`src/rtl/instruction_fetch_unit.sv`:
```
// Instruction fetch stage: keeps the fetch PC, reads instruction words over a
// request/response handshake with at most one outstanding, and presents each
// word with its PC to decode. Back-pressure comes from Stall. Redirect discards
// wrong-path fetches.
// Optional feature macro: FETCH_PREFETCH_EN. When it is defined, the unit
// fetches the next sequential word while decode is stalled, into a one-entry
// buffer.
`timescale 1ns/1ps

module instruction_fetch_unit #(
  parameter logic [31:0] RESET_VECTOR = 32'h0040_0000
) (
  input  logic        clk,
  input  logic        reset,
  output logic        IMemReq,
  output logic [31:0] IMemAddr,
  input  logic        IMemAck,
  input  logic        IMemRValid,
  input  logic [31:0] IMemRData,
  input  logic        Stall,
  input  logic        Redirect,
  input  logic [31:0] RedirectPC,
  output logic [31:0] Instruction,
  output logic [5:0]  OP,
  output logic        InstrValid,
  output logic [31:0] PC,
  output logic [31:0] PC_4
);

  typedef enum logic [1:0] {StFetch, StWait, StHold, StDrop} state_e;

  state_e      state_q, state_d;
  logic [31:0] fetch_pc_q, fetch_pc_d;
  logic [31:0] instr_q, instr_d;
  logic [31:0] pc_q, pc_d;
  logic [31:0] pc4_q, pc4_d;
  logic        valid_q, valid_d;
  logic        req_raw;
  logic [31:0] redirect_pc;
  logic [31:0] fetch_pc_inc;

`ifdef FETCH_PREFETCH_EN
  logic        buf_full_q, buf_full_d;
  logic [31:0] buf_instr_q, buf_instr_d;
  logic [31:0] buf_pc_q, buf_pc_d;
  // A prefetch request was accepted in HOLD and its response is still due.
  logic        pf_pend_q, pf_pend_d;
`endif

  // Low address bits of the redirect target are forced to word alignment.
  assign redirect_pc  = RedirectPC & 32'hFFFF_FFFC;
  assign fetch_pc_inc = fetch_pc_q + 32'd4;

  // Request is gated by reset; the address is only driven alongside a request.
  assign IMemReq     = reset & req_raw;
  assign IMemAddr    = IMemReq ? fetch_pc_q : 32'h0;
  assign Instruction = instr_q;
  assign OP          = instr_q[31:26];
  assign InstrValid  = valid_q;
  assign PC          = pc_q;
  assign PC_4        = pc4_q;

  // Next-state logic for the fetch FSM and the presented-instruction registers.
  always_comb begin
    state_d    = state_q;
    fetch_pc_d = fetch_pc_q;
    instr_d    = instr_q;
    pc_d       = pc_q;
    pc4_d      = pc4_q;
    valid_d    = valid_q;
    req_raw    = 1'b0;
`ifdef FETCH_PREFETCH_EN
    buf_full_d  = buf_full_q;
    buf_instr_d = buf_instr_q;
    buf_pc_d    = buf_pc_q;
    pf_pend_d   = pf_pend_q;
`endif

    unique case (state_q)
      StFetch: begin
        req_raw = 1'b1;
        if (Redirect) begin
          fetch_pc_d = redirect_pc;
          // The accepted request belongs to the old path; its response is dropped.
          if (IMemAck) state_d = StDrop;
        end else if (IMemAck) begin
          state_d = StWait;
        end
      end

      StWait: begin
        if (IMemRValid && Redirect) begin
          fetch_pc_d = redirect_pc;
          state_d    = StFetch;
        end else if (IMemRValid) begin
          instr_d    = IMemRData;
          pc_d       = fetch_pc_q;
          pc4_d      = fetch_pc_inc;
          valid_d    = 1'b1;
          fetch_pc_d = fetch_pc_inc;
          state_d    = StHold;
        end else if (Redirect) begin
          fetch_pc_d = redirect_pc;
          state_d    = StDrop;
        end
      end

      StHold: begin
`ifdef FETCH_PREFETCH_EN
        req_raw = !buf_full_q && !pf_pend_q;
`endif
        if (Redirect) begin
          // Redirect wins over a simultaneous transfer.
          valid_d    = 1'b0;
          fetch_pc_d = redirect_pc;
          state_d    = StFetch;
`ifdef FETCH_PREFETCH_EN
          buf_full_d = 1'b0;
          pf_pend_d  = 1'b0;
          if ((pf_pend_q && !IMemRValid) || (req_raw && IMemAck)) state_d = StDrop;
`endif
        end else if (!Stall) begin
`ifdef FETCH_PREFETCH_EN
          if (buf_full_q) begin
            instr_d    = buf_instr_q;
            pc_d       = buf_pc_q;
            pc4_d      = buf_pc_q + 32'd4;
            buf_full_d = 1'b0;
          end else if (pf_pend_q && IMemRValid) begin
            // Prefetch data lands straight on the outputs: no bubble.
            instr_d    = IMemRData;
            pc_d       = fetch_pc_q;
            pc4_d      = fetch_pc_inc;
            fetch_pc_d = fetch_pc_inc;
            pf_pend_d  = 1'b0;
          end else if (pf_pend_q || (req_raw && IMemAck)) begin
            valid_d   = 1'b0;
            pf_pend_d = 1'b0;
            state_d   = StWait;
          end else begin
            valid_d = 1'b0;
            state_d = StFetch;
          end
`else
          valid_d = 1'b0;
          state_d = StFetch;
`endif
        end
`ifdef FETCH_PREFETCH_EN
        else if (pf_pend_q && IMemRValid) begin
          buf_full_d  = 1'b1;
          buf_instr_d = IMemRData;
          buf_pc_d    = fetch_pc_q;
          fetch_pc_d  = fetch_pc_inc;
          pf_pend_d   = 1'b0;
        end else if (req_raw && IMemAck) begin
          pf_pend_d = 1'b1;
        end
`endif
      end

      StDrop: begin
        if (Redirect) fetch_pc_d = redirect_pc;
        if (IMemRValid) state_d = StFetch;
      end
    endcase
  end

  // State and output registers with synchronous active-low reset.
  always_ff @(posedge clk) begin
    if (!reset) begin
      state_q    <= StFetch;
      fetch_pc_q <= RESET_VECTOR;
      instr_q    <= 32'h0;
      pc_q       <= 32'h0;
      pc4_q      <= 32'd4;
      valid_q    <= 1'b0;
    end else begin
      state_q    <= state_d;
      fetch_pc_q <= fetch_pc_d;
      instr_q    <= instr_d;
      pc_q       <= pc_d;
      pc4_q      <= pc4_d;
      valid_q    <= valid_d;
    end
  end

`ifdef FETCH_PREFETCH_EN
  // Prefetch buffer and outstanding-prefetch tracking.
  always_ff @(posedge clk) begin
    if (!reset) begin
      buf_full_q  <= 1'b0;
      buf_instr_q <= 32'h0;
      buf_pc_q    <= 32'h0;
      pf_pend_q   <= 1'b0;
    end else begin
      buf_full_q  <= buf_full_d;
      buf_instr_q <= buf_instr_d;
      buf_pc_q    <= buf_pc_d;
      pf_pend_q   <= pf_pend_d;
    end
  end
`endif

endmodule

```
`config.mk`:
```
export PLATFORM = sky130hd
export DESIGN_NAME = instruction_fetch_unit
export DESIGN_NICKNAME = d
export VERILOG_FILES = /design/src/rtl/instruction_fetch_unit.sv
export SDC_FILE = /design/constraint.sdc
export NUM_CORES = 1
export LEC_CHECK = 0
export ABC_AREA = 1
export BUFFER_PORTS_ARGS = -buffer_cell sky130_fd_sc_hd__buf_2
export CAP_MARGIN = 20
export CORE_MARGIN = 5
export CORE_UTILIZATION = 26
export CTS_CLUSTER_SIZE = 16
export DETAILED_ROUTE_END_ITERATION = 6
export PLACE_DENSITY = 0.47
export SLEW_MARGIN = 0
export SYNTH_ARGS = -nofsm -noshare
export SYNTH_HDL_FRONTEND = slang
export SYNTH_SLANG_ARGS = --single-unit
```
`constraint.sdc`:
```
create_clock -name clk -period 2.25 [get_ports clk]
set_clock_uncertainty 0.2 [all_clocks]
set_input_delay 0.225 -clock clk [delete_from_list [all_inputs] [get_ports clk]]
set_output_delay 0.225 -clock clk [all_outputs]
set_load 0.02 [all_outputs]
```
==> results.cfg <==
[outcome]
status = finished, final reports clean

[logic_synthesis]
synth_cell_types = 39
syn_inst = 891
synth_warnings = 0
synth_seq_cells = 129
syn_nets = 962
yosysSeqAreaShare_pct = 42.0
syn_avg_cell_area_um2 = 6.90
syn_area_um2 = 6150

[clock_tree]
cts_tree = done
cts_root_buf = clkbuf_16
cts.path.max_buffers = 2
cts_inserted_buffers = 17
h-tree-depth = 4
clock_latency_ns = 0.43
cts_sinks = 129
cts.clk_slew.worst_paths_ns = 0.07

[place]
globalplace.congestion = 0.812
dp_hpwl_um = 16000
post_dp_cell_area_um2 = 7370
portBuffers = 203

[global_route]
gr-usage-all-layers_pct = 16.4
grt_pass1_wl_um = 34500
grt_max_degree = 71
grt_pass1_vias = 6358
grt-ovfl-total = 0
antenna_found_initial = 0

[setup_path]
critPathLaunchType = register
worstSetupPathType = register to output pin
arrival_ns = 1.69
critPathMaxFanout = 32
cp-end-kind = output pin
crit_required_ns = 1.82

[floorplanning]
start_util_pct = 26.3
die_w_um = 164
rows = 56
die_area_um2 = 26800
pin_count = 206
core_um2 = 23400
die_h_um = 164

[sta]
worst_hold_slack_ns = 0.0185
rsz0062_at_grt = no
fmax_mhz = 472
finalSetupViolCount = 0
relSlewSlack_pct = 69.9
hold_viol = 0
final.setup.tns_ns = 0
drv_slew = 0
tightestPinTransition_ns = 0.452
finalCriticalPeriod_ns = 2.12
post-route-period-util_pct = 94.2

[power]
p_per_area_nw_per_um2 = 967
vdd_drop_max_mv = 0.494
p_leak_nw = 4.05

[drt]
viasPerCell = 4.38
vias = 6401
drc = 0
initialDrtViolationCount = 298
routed_wirelength_um = 21900
wl_per_cell_um = 15.0
postRouteAntennaNets = 0
firstDrtPassIters = 5

[finish]
multiInputGateArea_um2 = 2870
final_cell_area_um2 = 8580
area_delta_synth_final_pct = 39.4
regArea_um2 = 2580
fin_nets = 1200
nFillCells = 2567
n_antenna_cell = 0
drive_gt1_share_pct = 24.3

[flow_run]
max_cap_viol_count = 0

[min_path]
hp-class = input port to register
==> logic make-up (layout without fill, tap and decap cells) <==
family / count (synthesis) / count (layout) / synth area share, %
AND/OR/NAND/NOR: 442 / 442 / 29.0
AO/OA/AOI/OAI: 164 / 164 / 15.5
buffers and inverters: 143 / 394 / 11.6
flip-flops: 129 / 129 / 42.0
XOR/XNOR: 12 / 12 / 1.71
adder cells (fa/ha/maj): 1 / 1 / 0.203
==> registers in the layout, summed over array words and instances, names as in the netlist <==
name and count:
PC_4 30, InstrValid 1, state_q 2, fetch_pc_q 32
PC 32, Instruction 32
==> cells in the final DEF (no fill, tap or decap), types with 2 or more instances in the layout <==
cell	instances
nand2_2	2
inv_1	81
dlygate4sd3_1	52
nand3_1	30
a31oi_1	14
a21oi_1	29
inv_2	4
nor2_2	7
clkinvlp_4	3
inv_4	2
or2_2	2
inv_6	6
nand2_1	151
nor3_1	5
xor2_1	12
dfxtp_1	129
o211ai_1	3
a211oi_1	29
clkbuf_16	17
o21ai_0	67
bufinv_16	5
nor2_1	235
o22ai_1	6
buf_4	15
a22oi_1	3
o31ai_1	6
buf_2	203
nand4_1	2
buf_12	3
o21ai_1	5
nor2_4	3
==> final timing paths <==
| check | from | depth (start not counted) | slack [ns] | end |
|---|---|---|---|---|
| min | RedirectPC[19] | 5 | 0.02 | fetch_pc_q[19] |
| min reg2reg | PC_4[2] | 1 | 0.25 | PC_4[2] |
| max reg2reg | fetch_pc_q[2] | 10 | 0.28 | PC_4[20] |
| max | state_q[0] | 7 | 0.13 | IMemAddr[17] |
==> synth_stat cells (all sizes together) <==
master / number / area (µm²)
a211oi: 29 / 218
and3: 1 / 6.26
nand3: 31 / 160
a311oi: 1 / 8.76
nor2: 246 / 970
o22ai: 6 / 37.5
o31ai: 6 / 45.0
clkbuf: 22 / 85.1
inv: 88 / 340
a21oi: 29 / 145
nand4: 2 / 12.5
nand3b: 1 / 7.51
o21ai: 72 / 360
o211ai: 3 / 22.5
or2: 2 / 12.5
nor3: 5 / 25.0
dfxtp: 129 / 2580
buf: 33 / 288
xor2: 12 / 105
a22oi: 3 / 22.5
nand2: 154 / 591
a21o: 1 / 7.51
a31oi: 14 / 87.6
ha: 1 / 12.5
==> what timing repair did <==
item | CTS | global route
buffers inserted | 0 | 0
resized for setup | 2 | 5
hold endpoints to repair | 52 | 0
endpoints found under the setup margin | 3 | 18
hold buffers | 52 | 0
cloned | 0 | 0
==> area by class of cell <==
| class | count | share of cell area [%] |
|---|---|---|
| multi-input combinational | 619 | 33.4 |
| sequential | 129 | 30.1 |
| timing repair buffer | 274 | 20.1 |
| clock buffer | 18 | 5.12 |
| tap | 319 | 4.65 |
| inverter | 88 | 3.97 |
| clock inverter | 14 | 2.63 |
==> power by group <==
| part | switching (mW) | internal, mW |
|---|---|---|
| logic | 1.50 | 0.778 |
| registers | 0.242 | 2.62 |
| clock network | 1.15 | 2.02 |
| total | 2.89 | 5.41 |
==> layer usage <==
layer / routed length (µm) / up-vias / GRT usage, %
li1: - / 3322 / -
met1: 10500 / 2892 / 21.9
met2: 10000 / 173 / 27.2
met3: 1250 / 14 / 4.17
met4: 177 / 0 / 3.20
met5: 0 / - / 0
==> worst max-delay path, stage by stage, from the launching register on <==
cell and delay (ns):
dfxtp_1 0.33, inv_1 0.09, nand2_1 0.12, nor2_2 0.12
inv_1 0.07, buf_8 0.19, nor2_2 0.16, buf_2 0.19
==> metrics by stage <==
step	setup slack, ns	cells	total power, mW	utilization [%]
after floorplan	0.366	891	4.38	-
after global placement	0.287	1377	5.11	31.5
after detailed placement	0.269	1377	5.12	31.5
after CTS	0.0492	1461	8.39	36.6
after global routing	0.00360	1461	8.79	36.6
final	0.130	1461	8.30	36.6
Note: power is estimated with default switching activity, not from simulation.
